[src/rtl/note_sequencer.sv]
// Note-ROM driven tone sequencer: fetches {half_period, duration_ms} entries,
// hands each pitch to a square-wave generator and times the note and inter-note gap.
module note_sequencer #(
  parameter int TICK_DIV = 100000,
  parameter int GAP_MS   = 20,
  parameter int AW       = 4
) (
  input  logic          CLK100MHZ,
  input  logic          BTNC,
  input  logic          SW,
  input  logic          loop_en,
  output logic [AW-1:0] rom_addr,
  output logic          rom_rd,
  input  logic [23:0]   rom_data,
  output logic [15:0]   tone_half_period,
  output logic          tone_valid,
  input  logic          tone_ready,
  output logic          mute,
  output logic          busy,
  output logic          done
);

  localparam int PW = (TICK_DIV > 1) ? $clog2(TICK_DIV) : 1;
  localparam logic [PW-1:0] PRESC_MAX = PW'(TICK_DIV - 1);
  localparam logic [15:0]   GAP_LAST  = 16'(GAP_MS - 1);
  localparam logic [AW-1:0] ADDR_LAST = '1;

  typedef enum logic [2:0] {
    S_IDLE, S_FETCH, S_LOAD, S_ISSUE, S_PLAY, S_GAP, S_DONE
  } state_t;

  state_t        state_q, state_d;
  logic [AW-1:0] addr_q, addr_d;
  logic [15:0]   period_q, period_d;
  logic [7:0]    dur_q, dur_d;
  logic [PW-1:0] presc_q, presc_d;
  logic [15:0]   ms_q, ms_d;
  logic          done_q, done_d;
  logic          sw_prev_q, sw_prev_d;
  logic          advance, song_end;
  logic [15:0]   play_last;

  assign play_last = {8'd0, dur_q} - 16'd1;

  assign rom_addr         = addr_q;
  assign rom_rd           = (state_q == S_FETCH);
  assign tone_valid       = (state_q == S_ISSUE);
  assign tone_half_period = period_q;
  assign mute             = !((state_q == S_PLAY) && (period_q != 16'd0));
  assign busy             = (state_q != S_IDLE) && (state_q != S_DONE);
  assign done             = done_q;

  always_comb begin
    // NOTE: every signal written here gets a default first so no path can leave it unassigned and infer a latch.
    state_d   = state_q;
    addr_d    = addr_q;
    period_d  = period_q;
    dur_d     = dur_q;
    presc_d   = '0;
    ms_d      = '0;
    done_d    = 1'b0;
    sw_prev_d = SW;
    advance   = 1'b0;
    song_end  = 1'b0;

    unique case (state_q)
      S_IDLE: begin
        addr_d = '0;
        if (SW && !sw_prev_q) state_d = S_FETCH;
      end
      S_FETCH: state_d = S_LOAD;
      S_LOAD: begin
        period_d = rom_data[23:8];
        dur_d    = rom_data[7:0];
        if (rom_data[7:0] == 8'd0)        song_end = 1'b1;
        else if (rom_data[23:8] == 16'd0) state_d  = S_PLAY;
        else                              state_d  = S_ISSUE;
      end
      S_ISSUE: if (tone_ready) state_d = S_PLAY;
      S_PLAY: begin
        // Counters hold only while staying in the state, so every entry starts from zero.
        if (presc_q == PRESC_MAX) begin
          if (ms_q == play_last) begin
            if (GAP_MS > 0) state_d = S_GAP;
            else            advance = 1'b1;
          end else begin
            ms_d = ms_q + 16'd1;
          end
        end else begin
          presc_d = presc_q + PW'(1);
          ms_d    = ms_q;
        end
      end
      S_GAP: begin
        if (presc_q == PRESC_MAX) begin
          if (ms_q == GAP_LAST) advance = 1'b1;
          else                  ms_d    = ms_q + 16'd1;
        end else begin
          presc_d = presc_q + PW'(1);
          ms_d    = ms_q;
        end
      end
      S_DONE: if (!SW) state_d = S_IDLE;
      default: state_d = S_IDLE;
    endcase

    if (advance) begin
      if (addr_q == ADDR_LAST) begin
        song_end = 1'b1;
      end else begin
        addr_d  = addr_q + AW'(1);
        state_d = S_FETCH;
      end
    end

    if (song_end) begin
      addr_d = '0;
      if (loop_en) begin
        state_d = S_FETCH;
      end else begin
        state_d = S_DONE;
        done_d  = 1'b1;
      end
    end

    // Dropping SW aborts any active state and outranks a same-cycle handshake.
    if (busy && !SW) begin
      state_d = S_IDLE;
      addr_d  = '0;
      done_d  = 1'b0;
      presc_d = '0;
      ms_d    = '0;
    end
  end

  // NOTE: reset is sampled on the clock edge, and sequential state uses <= so every flop sees pre-edge values.
  always_ff @(posedge CLK100MHZ) begin
    if (BTNC) begin
      state_q   <= S_IDLE;
      addr_q    <= '0;
      period_q  <= '0;
      dur_q     <= '0;
      presc_q   <= '0;
      ms_q      <= '0;
      done_q    <= 1'b0;
      sw_prev_q <= SW;
    end else begin
      state_q   <= state_d;
      addr_q    <= addr_d;
      period_q  <= period_d;
      dur_q     <= dur_d;
      presc_q   <= presc_d;
      ms_q      <= ms_d;
      done_q    <= done_d;
      sw_prev_q <= sw_prev_d;
    end
  end

endmodule

[config.mk]
export PLATFORM = sky130hd
export DESIGN_NAME = note_sequencer
export DESIGN_NICKNAME = d
export VERILOG_FILES = /design/src/rtl/note_sequencer.sv
export SDC_FILE = /design/constraint.sdc
export NUM_CORES = 1
export LEC_CHECK = 0
export CAP_MARGIN = 20
export CORE_MARGIN = 1.5
export CORE_UTILIZATION = 58
export DETAILED_ROUTE_END_ITERATION = 10
export GPL_TIMING_DRIVEN = 0
export PLACE_DENSITY = 0.85
export SLEW_MARGIN = 20
export SYNTH_ARGS = -nofsm -noshare
export SYNTH_HDL_FRONTEND = slang
export SYNTH_SLANG_ARGS = --single-unit
[constraint.sdc]
create_clock -name CLK100MHZ -period 6.4 [get_ports CLK100MHZ]
set_input_delay 1.28 -clock CLK100MHZ [delete_from_list [all_inputs] [get_ports CLK100MHZ]]
set_output_delay 1.28 -clock CLK100MHZ [all_outputs]
set_load 0.02 [all_outputs]
## After elaboration in Yosys (flattened, before gate mapping)

Index checks and enable logic that the tools add are counted.

- Register bits after elaboration: 66
- Bits in latches: 0
- Bits in writable memories: 0
- Memory bits (read-only): 0
- Input bits: 29
- Output and inout port bits: 25
- Logic and storage cells: 73
- Memories: 0

- Add/sub/neg operators: 4
- Multipliers: 0
- Div/mod/pow operators: 0
- $lt $le $gt $ge: 0
- Eq/ne operators: 13
- Shifts and indexed selects: 0
- Mux-type cells: 28
- Bitwise logic cells: 2
- Reductions and logical operators: 18

Operators with widths:

| operator | number |
|---|---|
| 16-bit 2-to-1 mux | 4 |
| 3-bit 2-to-1 mux | 11 |
| 16-bit one-hot mux with 2 select lines | 1 |
| 3-bit one-hot mux with 7 select lines | 1 |
| 17-bit by 1-bit adder with 17-bit output (second input constant) | 1 |
| 17-bit equality test (second input constant) | 1 |
| 16-bit by 1-bit adder with 16-bit output (second input constant) | 1 |
| 16-bit equality test | 1 |
| 16-bit by 5-bit equality test with 1-bit output (second input constant) | 1 |
| 16-bit logical NOT | 1 |
| 16-bit nonzero test | 1 |
| 4-bit 2-to-1 mux | 3 |
| 3-bit equality test (second input constant) | 3 |
| 8-bit by 1-bit subtractor with 9-bit output (second input constant) | 1 |
| 8-bit logical NOT | 1 |
| 1-bit 2-to-1 mux | 8 |
| 3-bit by 2-bit equality test with 1-bit output (second input constant) | 2 |
| 3-bit OR reduction | 2 |
| 4-bit by 1-bit adder with 4-bit output (second input constant) | 1 |
| 4-bit equality test (second input constant) | 1 |
| 1-bit logical AND | 4 |
| 2-bit OR reduction | 2 |
| 4-bit OR reduction | 1 |
| 3-bit by 1-bit equality test with 1-bit output (second input constant) | 1 |
| other kinds (8) | 11 |

## Longest topological paths before layout

Gate-level depths: netlist of run 1.

- Depth in word-level cells: 8
- Gate-level depth with buffers: 9

## Least setup slack after synthesis of run 1

OpenSTA, ideal clock, no wires.

- Path type: input-to-reg
- Start: input BTNC
- End: register ms_q[4]
- Setup time: 75 ps
- Arrival: 2637 ps
- Required time: 6325 ps
- Setup slack: 3688 ps
- Stages on the path: 6
- Buffers on the path: 1
- Cells stage by stage: buf_1 > nor2b_1 > nand2_1 > nor3_1 > nand2_1 > o22ai_1

- Word-level cells in the longest chain between the ends: 1

RTL lines:

| what | RTL line | RTL |
|---|---|---|
| from (decl) | 9 | `input logic BTNC,` |
| 2-bit OR reduction (no source line) | n/a |  |
| to (signal assigned) | 153 | `ms_q <= ms_d;` |
| to (decl) | 37 | `logic [15:0] ms_q, ms_d;` |

No other way between the ends.
A chain may end at the register's enable or synchronous reset.

## Worst setup path after layout of run 1

- Start: input SW
- End: register ms_q[4]

- Word-level cells in the longest chain between the ends: 3

RTL lines:

| what | RTL line | RTL |
|---|---|---|
| from (decl) | 10 | `input logic SW,` |
| 1-bit logical NOT | 127 | `if (busy && !SW) begin` |
| 1-bit logical AND | 127 |  |
| 2-bit OR reduction (no source line) | n/a |  |

No other way between the ends.

==> impl_metrics.env, run 1 <==
export IMPL_clock_path_buffers=2
export IMPL_synth_area_top_cells="dfxtp_1 (38%), nand2_1 (7.9%), a21oi_1 (4.8%)"
export IMPL_drc=0
export IMPL_maxCapViolations=0
export IMPL_hold_path_cell_count=1
export IMPL_p_int_uw=652
export IMPL_synth_edff_count=0
export IMPL_leakage_uw=0.00140
export IMPL_dpl_cell_area_um2=4120
export IMPL_slew_viol_final=0
export IMPL_ant_nets=0
export IMPL_synth_most_common_cell="nand2_1"
export IMPL_antennaDiodeCount=0
export IMPL_synthesis_area_um2=3510
export IMPL_first_global_vias=3237
export IMPL_cpPeakStageDelay_ns=0.70
export IMPL_whs_ns=0.451
export IMPL_final_core_util_pct=73.5
export IMPL_cts_root_buffer="clkbuf_8"
export IMPL_worstReg2RegStart="presc_q[0]"
export IMPL_p_clk_share_pct=41.1
export IMPL_layout_worst_path_cycle_share_pct=53.7
export IMPL_crit_chain="clkdlybuf4s50_1, nor2b_1, nand2_1, nor3_1, nand2_1, o22ai_1"
export IMPL_setup_violations=0
export IMPL_dp_hpwl_um=6580
export IMPL_grt_usage_pct=29.0
export IMPL_ys_ff_latch=66
export IMPL_rsz0062_at_grt="no"
export IMPL_die_width_um=80.8
export IMPL_cp_start_kind="input port"
export IMPL_yosysTopAreaCellShare_pct=37.6
export IMPL_grt_overflow_total=0
export IMPL_gp_congestion=0.906
export IMPL_cts_buffers=9
export IMPL_crit_top_cell="nand2_1"
export IMPL_std_cell_rows=28
export IMPL_antenna_found_initial=0
export IMPL_htreeDepth=3
export IMPL_worstSetupEndpointType="register"
export IMPL_cts_resized=0
export IMPL_yosysWarnings=0
export IMPL_vias_per_cell=6.17
export IMPL_p_comb_share_pct=10.5
export IMPL_die_y_um=80.8
export IMPL_clk_pin_slew_ns=0.08
export IMPL_synth_commonest_cells="nand2_1 (74), dfxtp_1 (66), a21oi_1 (34)"
export IMPL_synth_distinct_cells=65
export IMPL_area_delta_synth_final_pct=23.3
export IMPL_post_route_min_period_ns=3.43
export IMPL_syn_num_nets=473
export IMPL_netlist_instances=440
export IMPL_pwr_share_seq_pct=48.4
export IMPL_layout_drive_gt1_share_pct=7.68
export IMPL_synthArstFlopShare_pct=0
export IMPL_post_cts_setup_buffers=0
export IMPL_postLayoutCellArea_um2=4330
export IMPL_outcome="finished clean"
export IMPL_cp_slowest_cell="nor3_1"
export IMPL_fp_coreArea_um2=5890
export IMPL_seq_area_frac_synth_pct=37.6
export IMPL_rr_worst_depth=6
export IMPL_hold_viol=0
export IMPL_regArea_um2=1320
export IMPL_reg2reg_to="ms_q[4]"
export IMPL_worst_hold_path_type="reg2reg"
export IMPL_max_freq_mhz=291
export IMPL_wire_per_inst_um=15.7
export IMPL_synth_flop_cell="dfxtp_1"
export IMPL_powerDensity_nw_per_um2=202
export IMPL_grt_pass1_wl_um=14700
export IMPL_syn_mean_instance_area_um2=7.98
export IMPL_maxSlewHeadroom_pct=48.3
export IMPL_n_fill_cell=466
export IMPL_num_vias=3595
export IMPL_path_class="in2reg"
export IMPL_p_sw_uw=223
export IMPL_worstMarginPinSlew_ns=0.770
export IMPL_grt_max_degree=13
export IMPL_skew_ns=0.0124
export IMPL_timing_setup_tns_ns=0
export IMPL_pin_count=54
export IMPL_worst_ep_required_time_ns=6.66
export IMPL_portBuffers=52
export IMPL_cts_hold_buf=0
export IMPL_hp_start="presc_q[0]"
export IMPL_multi_input_area_um2=2020
export IMPL_clk_latency_ns=0.34
export IMPL_drt_total_wl_um=9140
export IMPL_drtIter0Drc=306
export IMPL_rrSetupSlack_ns=3.68
export IMPL_nets=536
export IMPL_path_max_fanout=8
export IMPL_arrival_ns=3.70
export IMPL_dieArea_um2=6530
export IMPL_swShare_pct=25.4
export IMPL_holdPathEnd="presc_q[0]"
export IMPL_cts_tree="done"
export IMPL_cts_sinks=66
export IMPL_first_pass_iters=5
export IMPL_start_util_pct=59.6
export IMPL_yosysTopAreaCell="dfxtp_1"
export IMPL_peakVddDrop_v=0.000143
worst max-delay path by stage:
| stage | depth (start not counted) | to | slack [ns] | from |
|---|---|---|---|---|
| after floorplan | 6 | ms_q[4] | 3.69 | BTNC |
| after global placement | 6 | ms_q[4] | 2.71 | SW |
| after detailed placement | 6 | ms_q[4] | 2.70 | SW |
| after CTS | 6 | ms_q[2] | 3.07 | SW |
| after global routing | 6 | ms_q[4] | 2.83 | SW |
| final | 6 | ms_q[4] | 2.97 | SW |
per-stage QoR:
| step | worst slack, ns | instances | total power, µW |
|---|---|---|---|
| finish | 2.97 | 583 | 875 |
| global route | 2.83 | 583 | 903 |
| CTS | 3.07 | 583 | 878 |
| detailed placement | 2.70 | 567 | 523 |
| global placement | 2.71 | 567 | 522 |
| floorplan | 3.69 | 440 | 484 |
layout make-up:
class / count / area share [%]
Timing Repair Buffer: 52 / 12.0
Buffer: 23 / 2.63
Sequential cell: 66 / 30.5
Clock buffer: 10 / 3.18
Clock inverter: 6 / 1.53
Inverter: 14 / 1.21
Multi-Input combinational cell: 337 / 46.7
Tap cell: 75 / 2.17
logic make-up (layout without fill, tap and decap cells):
kind of cell	Yosys count	after routing	synth area share, %
AOI/OAI and AO/OA	86	86	16.6
buffers and inverters	37	105	4.74
adders and majority gates	4	4	1.43
and+or+nand+nor	225	225	33.9
DFF	66	66	37.6
xor gates and xnor gates	21	21	5.24
muxes	1	1	0.392
metal layers:
metal | GRT usage, % | wire (µm) | share of wire [%] | vias up
li1 | - | - | - | 1724
met1 | 38.8 | 4080 | 45 | 1673
met2 | 45.1 | 4240 | 46 | 176
met3 | 5.96 | 643 | 7.0 | 22
met4 | 13.1 | 175 | 1.9 | 0
met5 | 0 | 0 | 0 | -
layout by cell type (no fill, tap or decap), types with 3 or more instances in the layout:
cell / count
nor3_1: 14
nor4bb_1: 3
nor4b_1: 3
clkbuf_8: 10
or3_1: 6
o21ai_1: 4
a31oi_1: 8
nand3b_1: 3
nor2_1: 30
nand2b_1: 4
nor4_1: 15
clkdlybuf4s50_1: 52
a21oi_1: 34
ha_1: 4
and4_1: 6
o31ai_1: 6
inv_1: 13
xnor2_1: 6
and2_1: 3
buf_2: 4
or4_1: 3
dfxtp_1: 66
nand2_1: 74
o21ai_0: 6
xor2_1: 15
nand3_1: 28
clkbuf_1: 14
o2bb2ai_1: 5
nand4_1: 14
clkinvlp_4: 3
critical path, delay by kind of cell:
family | cells | cell delay (ns)
buffers and inverters | 1 | 0.54
AND/OR/NAND/NOR | 4 | 1.61
AO/OA/AOI/OAI | 1 | 0.25
state kept, by name (all words and copies together) (netlist names):
signal	count
presc_q	17
ms_q	16
tone_half_period	16
dur_q	8
rom_addr	4
state_q	3
done	1
sw_prev_q	1
power groups by stage:
stage	clock network [µW]	registers, µW	logic [µW]
2_1_floorplan	0	436	48.3
3_3_place_gp	0	432	89.3
3_5_place_dp	0	432	90.9
4_1_cts	364	423	91.5
5_1_grt	380	424	99.0
6_report	360	423	91.9
Note: power is estimated with default switching activity, not from simulation.
==> run 2: changes to the inputs <==
--- a/config.mk
+++ b/config.mk
@@ -7,10 +7,10 @@
 export LEC_CHECK = 0
 export CAP_MARGIN = 20
 export CORE_MARGIN = 1.5
-export CORE_UTILIZATION = 58
+export CORE_UTILIZATION = 49
 export DETAILED_ROUTE_END_ITERATION = 10
 export GPL_TIMING_DRIVEN = 0
-export PLACE_DENSITY = 0.85
+export PLACE_DENSITY = 0.77
 export SLEW_MARGIN = 20
 export SYNTH_ARGS = -nofsm -noshare
 export SYNTH_HDL_FRONTEND = slang
==> constraint.sdc (replaced) <==
create_clock -name CLK100MHZ -period 3.1 [get_ports CLK100MHZ]
set_input_delay 0.62 -clock CLK100MHZ [delete_from_list [all_inputs] [get_ports CLK100MHZ]]
set_output_delay 0.62 -clock CLK100MHZ [all_outputs]
set_load 0.02 [all_outputs]
==> run 2 against run 1 <==
Net effect: power rose by 120%; cell count rose by 3.6%; highest routed layer unchanged; largest power group is now clock; largest cell class unchanged; worst hold slack improved by 0.0055 ns; sequential share of layout area fell by 0.49 points; global-route usage fell by 3.7 points; combinational power rose by 110%.
==> impl_metrics.env, run 2 (same netlist as run 1, synthesis figures left out) <==
export IMPL_cts_root_buffer="clkbuf_8"
export IMPL_outcome="finished clean"
export IMPL_antenna_found_initial=0
export IMPL_path_class="in2reg"
export IMPL_drc=0
export IMPL_path_buf_inv=1
export IMPL_final_cell_mix="nand2_1 (74), dfxtp_1 (66), clkdlybuf4s50_1 (52)"
export IMPL_cts_hold_buf=0
export IMPL_cts_tree="done"
export IMPL_dieArea_um2=7680
export IMPL_skew_ns=0.0122
export IMPL_crit_cells=6
export IMPL_largest_reg_flops=17
export IMPL_layout_drive_gt1_share_pct=7.68
export IMPL_slew_viol_final=0
export IMPL_largest_register="presc_q"
export IMPL_portBuffers=52
export IMPL_area_delta_synth_final_pct=25.3
export IMPL_peakVddDrop_v=0.000276
export IMPL_n_fill_cell=616
export IMPL_reg2reg_to="ms_q[4]"
export IMPL_worst_hold_path_type="reg2reg"
export IMPL_hp_start="presc_q[0]"
export IMPL_worstSetupEndpointType="register"
export IMPL_cp_start_kind="input port"
export IMPL_fp_coreArea_um2=6870
export IMPL_pre_cts_ws_ns=0.0995
export IMPL_layout_worst_path_cycle_share_pct=87.7
export IMPL_rsz0062_at_grt="no"
export IMPL_drtIter0Drc=194
export IMPL_antennaDiodeCount=0
export IMPL_grt_overflow_total=0
export IMPL_path_max_fanout=8
export IMPL_multi_input_area_um2=2020
export IMPL_hold_viol=0
export IMPL_arrival_ns=2.99
export IMPL_rr_worst_depth=6
export IMPL_pin_count=54
export IMPL_clk_latency_ns=0.35
export IMPL_cp_top_family="simple AND/OR/NAND/NOR gates"
export IMPL_die_width_um=87.6
export IMPL_die_y_um=87.6
export IMPL_max_freq_mhz=368
export IMPL_cts_resized=0
export IMPL_crit_chain="clkdlybuf4s50_1, nor2b_1, nand2_1, nor3_1, nand2_1, o22ai_1"
export IMPL_maxSlewHeadroom_pct=49.3
export IMPL_dp_hpwl_um=6540
export IMPL_first_global_vias=3431
export IMPL_timing_setup_tns_ns=0
export IMPL_num_vias=3461
export IMPL_regArea_um2=1320
export IMPL_std_cell_rows=30
export IMPL_cpPeakStageDelay_ns=0.69
export IMPL_whs_ns=0.456
export IMPL_worstReg2RegStart="presc_q[0]"
export IMPL_startpoint="SW"
export IMPL_rrSetupSlack_ns=0.40
export IMPL_leakage_uw=0.00142
export IMPL_cp_slowest_cell="nor3_1"
export IMPL_worstMarginPinSlew_ns=0.755
export IMPL_worst_ep_required_time_ns=3.37
export IMPL_drt_total_wl_um=9050
export IMPL_cts_sinks=66
export IMPL_post_cts_setup_buffers=0
export IMPL_crit_path_end="ms_q[4]"
export IMPL_final_setup_worst_slack_ns=0.381
export IMPL_grt_usage_pct=25.3
export IMPL_clk_pin_slew_ns=0.07
export IMPL_powerDensity_nw_per_um2=445
export IMPL_post_route_min_period_ns=2.72
export IMPL_htreeDepth=3
export IMPL_ant_nets=0
export IMPL_grt_pass1_wl_um=15300
export IMPL_layout_commonest_cell="nand2_1"
export IMPL_start_util_pct=51.1
export IMPL_cts_buffers=9
export IMPL_maxCapViolations=0
export IMPL_gp_congestion=0.831
export IMPL_setup_violations=0
export IMPL_wire_per_inst_um=15.0
export IMPL_hold_path_cell_count=1
export IMPL_nets=536
export IMPL_crit_top_cell="nand2_1"
export IMPL_first_pass_iters=4
export IMPL_vias_per_cell=5.73
export IMPL_grt_max_degree=14
export IMPL_clock_path_buffers=2
==> run 2: cell types whose count changed in the layout (fill, tap and decap cells not counted), sizes merged <==
cell      delta
bufinv       +2
clkbuf       -1
clkinv       -1
clkinvlp     -2
inv          +2
==> run 2: per-stage QoR <==
step	instance area (µm²)	util (%)	total power (µW)	std cells
3_5_place_dp	4150	60.4	1080	588
2_1_floorplan	3510	-	999	440
4_1_cts	4400	64.0	1970	604
6_report	4400	64.0	1960	604
3_3_place_gp	4150	60.4	1080	588
5_1_grt	4400	64.0	2020	604
==> run 2: worst min path at each step <==
stage                            end
final                     presc_q[0]
after floorplan           presc_q[0]
after detailed placement  presc_q[0]
after global routing      presc_q[0]
after global placement    presc_q[0]
after CTS                 presc_q[0]
==> run 2: layer usage <==
metal / GRT usage (%) / vias up / part of all wire (%) / routed length (µm)
li1: - / 1732 / - / -
met1: 30.1 / 1624 / 44 / 3970
met2: 41.5 / 94 / 47 / 4260
met3: 9.52 / 11 / 7.5 / 681
met4: 9.67 / 0 / 1.5 / 140
met5: 0 / - / 0 / 0
==> run 2: area by class of cell <==
cell class	count	area share, %
multi-input cells	337	46.0
inverters	14	1.19
well taps	96	2.73
plain buffers	23	2.59
flip-flops and latches	66	30.0
repair buffers	52	11.8
clock inverters	7	2.82
clock buffers	9	2.82
==> run 2: power breakdown <==
| group | leakage [µW] | internal, µW | switching [µW] |
|---|---|---|---|
| Combinational | 0.000771 | 93.1 | 96.5 |
| Sequential | 0.000533 | 861 | 12.6 |
| Clock | 0.000120 | 541 | 355 |
